==> src/rtl/alu_arbitro_if.sv <==
// Bundle of requester, ALU-side and response signals for alu_arbitro.
// master: requester logic plus ALU wrapper (drives requests and ALU results).
// slave:  the arbitration controller (drives grants, ALU operands and responses).
interface alu_arbitro_if #(
    parameter int n = 4
);
    // Requester A
    logic         a_valid;
    logic [n-1:0] a_entrada1;
    logic [n-1:0] a_entrada2;
    logic [3:0]   a_selector;
    logic         a_ready;
    // Requester B
    logic         b_valid;
    logic [n-1:0] b_entrada1;
    logic [n-1:0] b_entrada2;
    logic [3:0]   b_selector;
    logic         b_ready;
    // ALU side
    logic [n-1:0] alu_entrada1;
    logic [n-1:0] alu_entrada2;
    logic [3:0]   alu_selector;
    logic [n-1:0] alu_resultado;
    logic [3:0]   alu_flags;      // {carry, cero, negativo, desbordamiento}
    // Response
    logic         resp_valid;
    logic         resp_id;        // 0 = A, 1 = B
    logic [n-1:0] resp_resultado;
    logic [3:0]   resp_flags;
    logic         ocupado;

    modport master (
        output a_valid, a_entrada1, a_entrada2, a_selector,
        output b_valid, b_entrada1, b_entrada2, b_selector,
        output alu_resultado, alu_flags,
        input  a_ready, b_ready,
        input  alu_entrada1, alu_entrada2, alu_selector,
        input  resp_valid, resp_id, resp_resultado, resp_flags, ocupado
    );

    modport slave (
        input  a_valid, a_entrada1, a_entrada2, a_selector,
        input  b_valid, b_entrada1, b_entrada2, b_selector,
        input  alu_resultado, alu_flags,
        output a_ready, b_ready,
        output alu_entrada1, alu_entrada2, alu_selector,
        output resp_valid, resp_id, resp_resultado, resp_flags, ocupado
    );
endinterface

==> src/rtl/alu_arbitro.sv <==
// Purpose: shares one registered ALU between requesters A and B; arbitrates, issues operands, returns result.
// Latency: accept at E0, result captured at E0+LAT+1, resp_valid strobes the following cycle; one op per LAT+3 cycles.
// Backpressure: a_ready/b_ready only in IDLE; the losing requester must hold its valid, nothing is queued.
//
// Ports: clock, reset (async active-low), bus (alu_arbitro_if.slave) carrying both requester
// channels, ALU operand/result signals and the response strobe.
// Build option: define ALU_ARBITRO_ROUND_ROBIN_EN for round-robin arbitration; otherwise A has fixed priority.
module alu_arbitro #(
    parameter int n   = 4,
    parameter int LAT = 2
) (
    input  logic          clock,
    input  logic          reset,
    alu_arbitro_if.slave  bus
);
    localparam int CW = $clog2(LAT + 1);

    typedef enum logic [1:0] {
        IDLE = 2'd0,
        WAIT = 2'd1,
        DONE = 2'd2
    } state_t;

    state_t          state;
    state_t          state_nxt;
    logic [CW-1:0]   cnt;
    logic            grant_a;
    logic            grant_b;
    logic            accept;
    logic            prefer_b;

`ifdef ALU_ARBITRO_ROUND_ROBIN_EN
    // ptr = 1 favours B on a tie; after every accept it points at the requester not served.
    logic ptr;

    always_ff @(posedge clock or negedge reset) begin
        if (!reset) begin
            ptr <= 1'b0;
        end else if (accept) begin
            ptr <= grant_a;
        end
    end

    assign prefer_b = ptr;
`else
    assign prefer_b = 1'b0;
`endif

    // Grants are combinational so a lone request is taken in the same cycle it appears.
    always_comb begin
        grant_a = 1'b0;
        grant_b = 1'b0;
        if (state == IDLE) begin
            if (bus.a_valid && (!bus.b_valid || !prefer_b)) begin
                grant_a = 1'b1;
            end else if (bus.b_valid) begin
                grant_b = 1'b1;
            end
        end
    end

    assign accept      = grant_a | grant_b;
    assign bus.a_ready = grant_a;
    assign bus.b_ready = grant_b;

    // FSM state register
    always_ff @(posedge clock or negedge reset) begin
        if (!reset) begin
            state <= IDLE;
        end else begin
            state <= state_nxt;
        end
    end

    // FSM next state and state-decoded outputs
    always_comb begin
        state_nxt      = state;
        bus.resp_valid = 1'b0;
        bus.ocupado    = 1'b1;
        case (state)
            IDLE: begin
                bus.ocupado = 1'b0;
                if (accept) begin
                    state_nxt = WAIT;
                end
            end
            WAIT: begin
                // Counter reaching zero means the ALU output flops hold this operation's result.
                if (cnt == '0) begin
                    state_nxt = DONE;
                end
            end
            DONE: begin
                bus.resp_valid = 1'b1;
                state_nxt      = IDLE;
            end
            default: begin
                state_nxt = IDLE;
            end
        endcase
    end

    // Latency counter: loaded with LAT at accept, one decrement per WAIT edge.
    always_ff @(posedge clock or negedge reset) begin
        if (!reset) begin
            cnt <= '0;
        end else if (accept) begin
            cnt <= CW'(LAT);
        end else if (state == WAIT && cnt != '0) begin
            cnt <= cnt - CW'(1);
        end
    end

    // Operand issue: requester fields are sampled only on the accept edge and held after.
    always_ff @(posedge clock or negedge reset) begin
        if (!reset) begin
            bus.alu_entrada1 <= '0;
            bus.alu_entrada2 <= '0;
            bus.alu_selector <= '0;
            bus.resp_id      <= 1'b0;
        end else if (accept) begin
            bus.alu_entrada1 <= grant_b ? bus.b_entrada1 : bus.a_entrada1;
            bus.alu_entrada2 <= grant_b ? bus.b_entrada2 : bus.a_entrada2;
            bus.alu_selector <= grant_b ? bus.b_selector : bus.a_selector;
            bus.resp_id      <= grant_b;
        end
    end

    // Result capture on the last WAIT edge; held until the next capture.
    always_ff @(posedge clock or negedge reset) begin
        if (!reset) begin
            bus.resp_resultado <= '0;
            bus.resp_flags     <= '0;
        end else if (state == WAIT && cnt == '0) begin
            bus.resp_resultado <= bus.alu_resultado;
            bus.resp_flags     <= bus.alu_flags;
        end
    end

endmodule

==> src/flat_wrapper.sv <==
// flat-port wrapper written by rule: the top's interface ports become plain ports
module alu_arbitro_flat 
#(
    parameter int n   = 4,
    parameter int LAT = 2
)
  (clock, reset, bus_a_valid, bus_a_entrada1, bus_a_entrada2, bus_a_selector, bus_b_valid, bus_b_entrada1, bus_b_entrada2, bus_b_selector, bus_alu_resultado, bus_alu_flags, bus_a_ready, bus_b_ready, bus_alu_entrada1, bus_alu_entrada2, bus_alu_selector, bus_resp_valid, bus_resp_id, bus_resp_resultado, bus_resp_flags, bus_ocupado);
  alu_arbitro_if #(.n(n)) bus_i ();
  input  logic clock;
  input  logic reset;
  input wire logic [$bits(bus_i.a_valid)-1:0] bus_a_valid;
  input wire logic [$bits(bus_i.a_entrada1)-1:0] bus_a_entrada1;
  input wire logic [$bits(bus_i.a_entrada2)-1:0] bus_a_entrada2;
  input wire logic [$bits(bus_i.a_selector)-1:0] bus_a_selector;
  input wire logic [$bits(bus_i.b_valid)-1:0] bus_b_valid;
  input wire logic [$bits(bus_i.b_entrada1)-1:0] bus_b_entrada1;
  input wire logic [$bits(bus_i.b_entrada2)-1:0] bus_b_entrada2;
  input wire logic [$bits(bus_i.b_selector)-1:0] bus_b_selector;
  input wire logic [$bits(bus_i.alu_resultado)-1:0] bus_alu_resultado;
  input wire logic [$bits(bus_i.alu_flags)-1:0] bus_alu_flags;
  output wire logic [$bits(bus_i.a_ready)-1:0] bus_a_ready;
  output wire logic [$bits(bus_i.b_ready)-1:0] bus_b_ready;
  output wire logic [$bits(bus_i.alu_entrada1)-1:0] bus_alu_entrada1;
  output wire logic [$bits(bus_i.alu_entrada2)-1:0] bus_alu_entrada2;
  output wire logic [$bits(bus_i.alu_selector)-1:0] bus_alu_selector;
  output wire logic [$bits(bus_i.resp_valid)-1:0] bus_resp_valid;
  output wire logic [$bits(bus_i.resp_id)-1:0] bus_resp_id;
  output wire logic [$bits(bus_i.resp_resultado)-1:0] bus_resp_resultado;
  output wire logic [$bits(bus_i.resp_flags)-1:0] bus_resp_flags;
  output wire logic [$bits(bus_i.ocupado)-1:0] bus_ocupado;
  assign bus_i.a_valid = bus_a_valid;
  assign bus_i.a_entrada1 = bus_a_entrada1;
  assign bus_i.a_entrada2 = bus_a_entrada2;
  assign bus_i.a_selector = bus_a_selector;
  assign bus_i.b_valid = bus_b_valid;
  assign bus_i.b_entrada1 = bus_b_entrada1;
  assign bus_i.b_entrada2 = bus_b_entrada2;
  assign bus_i.b_selector = bus_b_selector;
  assign bus_i.alu_resultado = bus_alu_resultado;
  assign bus_i.alu_flags = bus_alu_flags;
  assign bus_a_ready = bus_i.a_ready;
  assign bus_b_ready = bus_i.b_ready;
  assign bus_alu_entrada1 = bus_i.alu_entrada1;
  assign bus_alu_entrada2 = bus_i.alu_entrada2;
  assign bus_alu_selector = bus_i.alu_selector;
  assign bus_resp_valid = bus_i.resp_valid;
  assign bus_resp_id = bus_i.resp_id;
  assign bus_resp_resultado = bus_i.resp_resultado;
  assign bus_resp_flags = bus_i.resp_flags;
  assign bus_ocupado = bus_i.ocupado;
  alu_arbitro #(.n(n), .LAT(LAT)) u_core (.clock(clock), .reset(reset), .bus(bus_i));
endmodule
==> config.mk <==
export PLATFORM = sky130hd
export DESIGN_NAME = alu_arbitro_flat
export DESIGN_NICKNAME = d
export VERILOG_FILES = /design/src/rtl/alu_arbitro_if.sv /design/src/rtl/alu_arbitro.sv /design/src/flat_wrapper.sv
export SDC_FILE = /design/constraint.sdc
export NUM_CORES = 1
export LEC_CHECK = 0
export CORE_MARGIN = 4
export CORE_UTILIZATION = 39
export DETAILED_ROUTE_END_ITERATION = 8
export GPL_TIMING_DRIVEN = 0
export PLACE_DENSITY = 0.86
export SYNTH_ARGS = -nofsm -noshare
export SYNTH_HDL_FRONTEND = slang
export SYNTH_SLANG_ARGS = --single-unit
==> constraint.sdc <==
create_clock -name clock -period 1.7 [get_ports clock]
set_clock_uncertainty 0.15 [all_clocks]
set_input_delay 0.255 -clock clock [delete_from_list [all_inputs] [get_ports clock]]
set_output_delay 0.255 -clock clock [all_outputs]
set_load 0.01 [all_outputs]
==> impl.org <==
** GRT
- In the global route stage, overall resource usage came out at 18.83%.
- The total overflow left after global routing is 0.
- The via count of the first global-routing pass is 1208.
- The initial antenna violation count came to 0.
- Entering global routing, the biggest net connects 26 pins.
- The first global-routing pass estimated 5.906 mm of wire.

** Critical path
- Traced cell by cell, the critical path runs through clkdlybuf4s50_1, or3b_4, inv_2, buf_6.
- Data arrives at the worst endpoint at 1.40 ns.
- CP Class :: primary input to primary output
- Peak fanout along the critical path :: 4
- In this run the worst setup path terminates at bus_a_ready.
- For this run, the slowest stage of the critical path takes 0.54 ns.
- CP max stage cell :: sky130_fd_sc_hd__clkdlybuf4s50_1
- Worst flop-to-flop path startpoint :: u_core.state[0]
- Element type at the critical path end :: primary output
- For flop-to-flop paths, the worst setup slack is 0.09 ns.
- STA classifies the critical path startpoint as a primary input.
- At the worst endpoint, the required time is 1.29 ns.
- The most critical setup path has its startpoint at bus_a_valid.
- The worst register-to-register path ends at u_core.bus.alu_entrada2[2].
- The worst register-to-register path has a depth of 4.

** Outcome
- Outcome :: finished, violations left
- The checks that failed: negative setup slack.

** Clocking
- The clock passes through at most 2 buffers.
- Clock Latency Late Sink :: 0.31 ns
- Inserted Clock Buffers :: 3
- In this run the number of H-tree levels came out at 1.
- TritonCTS clock tree :: done
- After clock tree synthesis, the clock-pin slew on the worst setup and hold paths is 0.15 ns.
- Clock tree synthesis selected as its root buffer the cell sky130_fd_sc_hd__clkbuf_4.
- Clock tree synthesis found a total of 25 sinks.
- Buffers inserted to repair hold after CTS numbered 0.

** Layout
- Area growth, synth to finish :: 69.30%
- Net count reported at finish :: 217
- The number of antenna diodes in the final layout is 0.
- Fraction of layout instances using a drive strength above 1 :: 31.28%
- The count of cells in the finished layout, fillers not included, comes to 210.
- Most frequent standard cell in the layout excluding fill and tap cells :: sky130_fd_sc_hd__clkdlybuf4s50_1
- Fill count :: 211
- Final non-filler cell area :: 1987 um2
- In the layout the commonest cells are sky130_fd_sc_hd__clkdlybuf4s50_1 (44), sky130_fd_sc_hd__dfrtp_1 (23), sky130_fd_sc_hd__buf_4 (21).

** STA
- The max-slew violation total from the final report is 0.
- Hold WS :: 0.3592 ns
- For the final routed database, the setup TNS stands at -0.2074 ns.
- Clock period minus worst slack :: 1.809 ns
- The worst pin sits at a relative slew slack of 25.14%.
- Timing would allow up to 0.5527 GHz.
- The number of hold violations in the final report was 0.
- Slew at the pin with the worst max-slew slack :: 1.119 ns
- Setup violations remaining at the end of the flow were counted as 2.
- RSZ-0062 raised after global routing :: yes
- Slack of the critical path :: -0.1093 ns
- Dividing the final minimum period by the clock period gives 106.4%.

** Drt
- After the first detailed-routing iteration, the DRC count stood at 50.
- In the routed layout, each cell is associated on average with a via count of 5.419.
- Summing over every cut layer, the via total after detailed routing is 1138.
- Wires add up to 3.679 mm.
- Number of iterations in the first detailed-routing pass :: 4
- Detail Route Antenna Nets :: 0
- In the final routed layout, each cell accounts on average for 17.52 um.
- DRC violations left :: 0

** Floorplanning
- Die Outline Area :: 3951 um2
- The floorplan has 19 rows.
- Chip Height :: 62.86 um
- I/O pin count :: 61
- Effective utilization at floorplan :: 41.84%
- Die width :: 62.86 um
- The core region is 2805 um2.

** Yosys
- Count of distinct cell types in the synthesized netlist :: 18
- Synthesis handed over a netlist of 98 instances.
- Proportion of synthesized chip area in sequential cells :: 53.30%
- Share of synthesized flip-flops with an asynchronous set or reset :: 100.0%
- Most frequently used flop master after synthesis :: sky130_fd_sc_hd__dfrtp_1
- After synthesis, the mean cell area works out to 11.98 um2.
- Yosys printed 0 warnings.
- Synthesized Nets :: 135
- Netlist area before placement :: 1174 um2
- Number of enable-type register cells in the synthesized netlist :: 0
- Flops & latches, synth :: 25

** Placement
- The congestion estimate from routability-driven global placement came to 0.8084.
- Number of instances in the placed design :: 189
- Detailed Place HPWL :: 2.471 mm
- Setup slack at placement :: -0.7670 ns
- Number of buffer cells added on primary ports :: 60
- Once placement finished, the instance area stood at 1813 um2.

** Worst hold path
- The path class of the tightest hold or removal check is primary input to register.
- Number of instances on the worst hold path :: 3

** Power
- Worst vdd ir :: 0.9573 mV
- For this design the static power due to leakage is 0.0009383 uW.
- PD cells :: 1753 nW/um2

** Job
- Max-cap violations in this run came to 0.
-- per-layer routing --
metal / global-route usage (%) / wire [um] / share of wire [%] / vias up
li1: - / - / - / 532
met1: 21.46 / 1439 / 39 / 561
met2: 34.22 / 1975 / 54 / 39
met3: 4.137 / 193 / 5.2 / 6
met4: 6.887 / 71 / 1.9 / 0
met5: 0 / 0 / 0 / -
-- how the worst min path moves through the flow --
stage	to	slack [ns]	from
final	u_core.bus.alu_selector[3]	0.36	bus_a_selector[3]
after global routing	u_core.bus.alu_entrada1[0]	0.35	bus_a_entrada1[0]
after CTS	u_core.bus.alu_entrada2[3]	0.36	bus_b_valid
after detailed placement	u_core.cnt[0]	0.35	u_core.cnt[0]
after global placement	u_core.bus.resp_id	0.33	u_core.bus.resp_id
after floorplan	u_core.bus.alu_entrada1[0]	-0.19	reset
-- registers in the layout, indices dropped and copies added, names as in the netlist --
signal,cells
u_core.bus.alu_entrada1,4
u_core.bus.alu_entrada2,4
u_core.bus.alu_selector,4
u_core.bus.resp_flags,4
u_core.bus.resp_id,1
u_core.bus.resp_resultado,4
u_core.cnt,2
u_core.state,2
-- stage by stage --
stage	total power, uW	util, %
2_1_floorplan	2085	-
3_3_place_gp	2859	64.63
3_5_place_dp	2956	64.63
4_1_cts	3352	67.48
5_1_grt	3721	70.83
6_report	3482	70.83
-- timing repair --
item | in CTS | in global routing
cloned | 0 | 0
pin swaps | 4 | 3
buffers inserted | 9 | 12
resized for setup | 22 | 14
endpoints found under the setup margin | 13 | 21
-- worst max-delay path: cells and delay by family --
family / cells / cell delay (ns)
AND/OR/NAND/NOR: 1 / 0.43
buffers and inverters: 3 / 0.72
-- cell usage after synthesis, types with 2 or more instances --
library cell | n | area share [%]
sky130_fd_sc_hd__a21oi_1 | 14 | 6.0
sky130_fd_sc_hd__a22o_1 | 2 | 1.5
sky130_fd_sc_hd__buf_2 | 2 | 0.85
sky130_fd_sc_hd__buf_6 | 3 | 2.9
sky130_fd_sc_hd__dfrtp_1 | 25 | 53
sky130_fd_sc_hd__inv_1 | 6 | 1.9
sky130_fd_sc_hd__mux2_2 | 9 | 8.6
sky130_fd_sc_hd__nor2_1 | 4 | 1.3
sky130_fd_sc_hd__o22ai_1 | 15 | 8.0
sky130_fd_sc_hd__o22ai_2 | 9 | 9.6
sky130_fd_sc_hd__or3b_4 | 2 | 1.9
-- layout make-up --
| type | instances | area, um2 | share of cell area [%] |
|---|---|---|---|
| buffer | 2 | 8.758 | 0.4408 |
| tap | 31 | 38.79 | 1.952 |
| multi-input combinational | 61 | 488.0 | 24.56 |
| sequential | 25 | 628.1 | 31.61 |
| timing repair buffer | 81 | 770.7 | 38.79 |
| clock buffer | 3 | 22.52 | 1.133 |
| clock inverter | 1 | 7.507 | 0.3778 |
| inverter | 6 | 22.52 | 1.133 |
-- cell families (layout without fill, tap and decap cells) --
family                     count (synthesis)  count (layout)  share of synthesized area [%]
DFF                                       25              25                          53.30
adders and majority gates                  1               1                          1.066
AOI/OAI and AO/OA                         41              41                          25.69
and+or+nand+nor                           10              10                          5.330
buffers and inverters                     12              93                          5.970
muxes                                      9               9                          8.636
-- power by group --
group / total (uW) / leakage [uW] / internal, uW / switching (uW)
clock: 276 / 0.0000139 / 89.6 / 187
combinational: 2100 / 0.000635 / 1240 / 864
sequential: 1100 / 0.000290 / 907 / 194
Power figures use the tool's default switching activity.
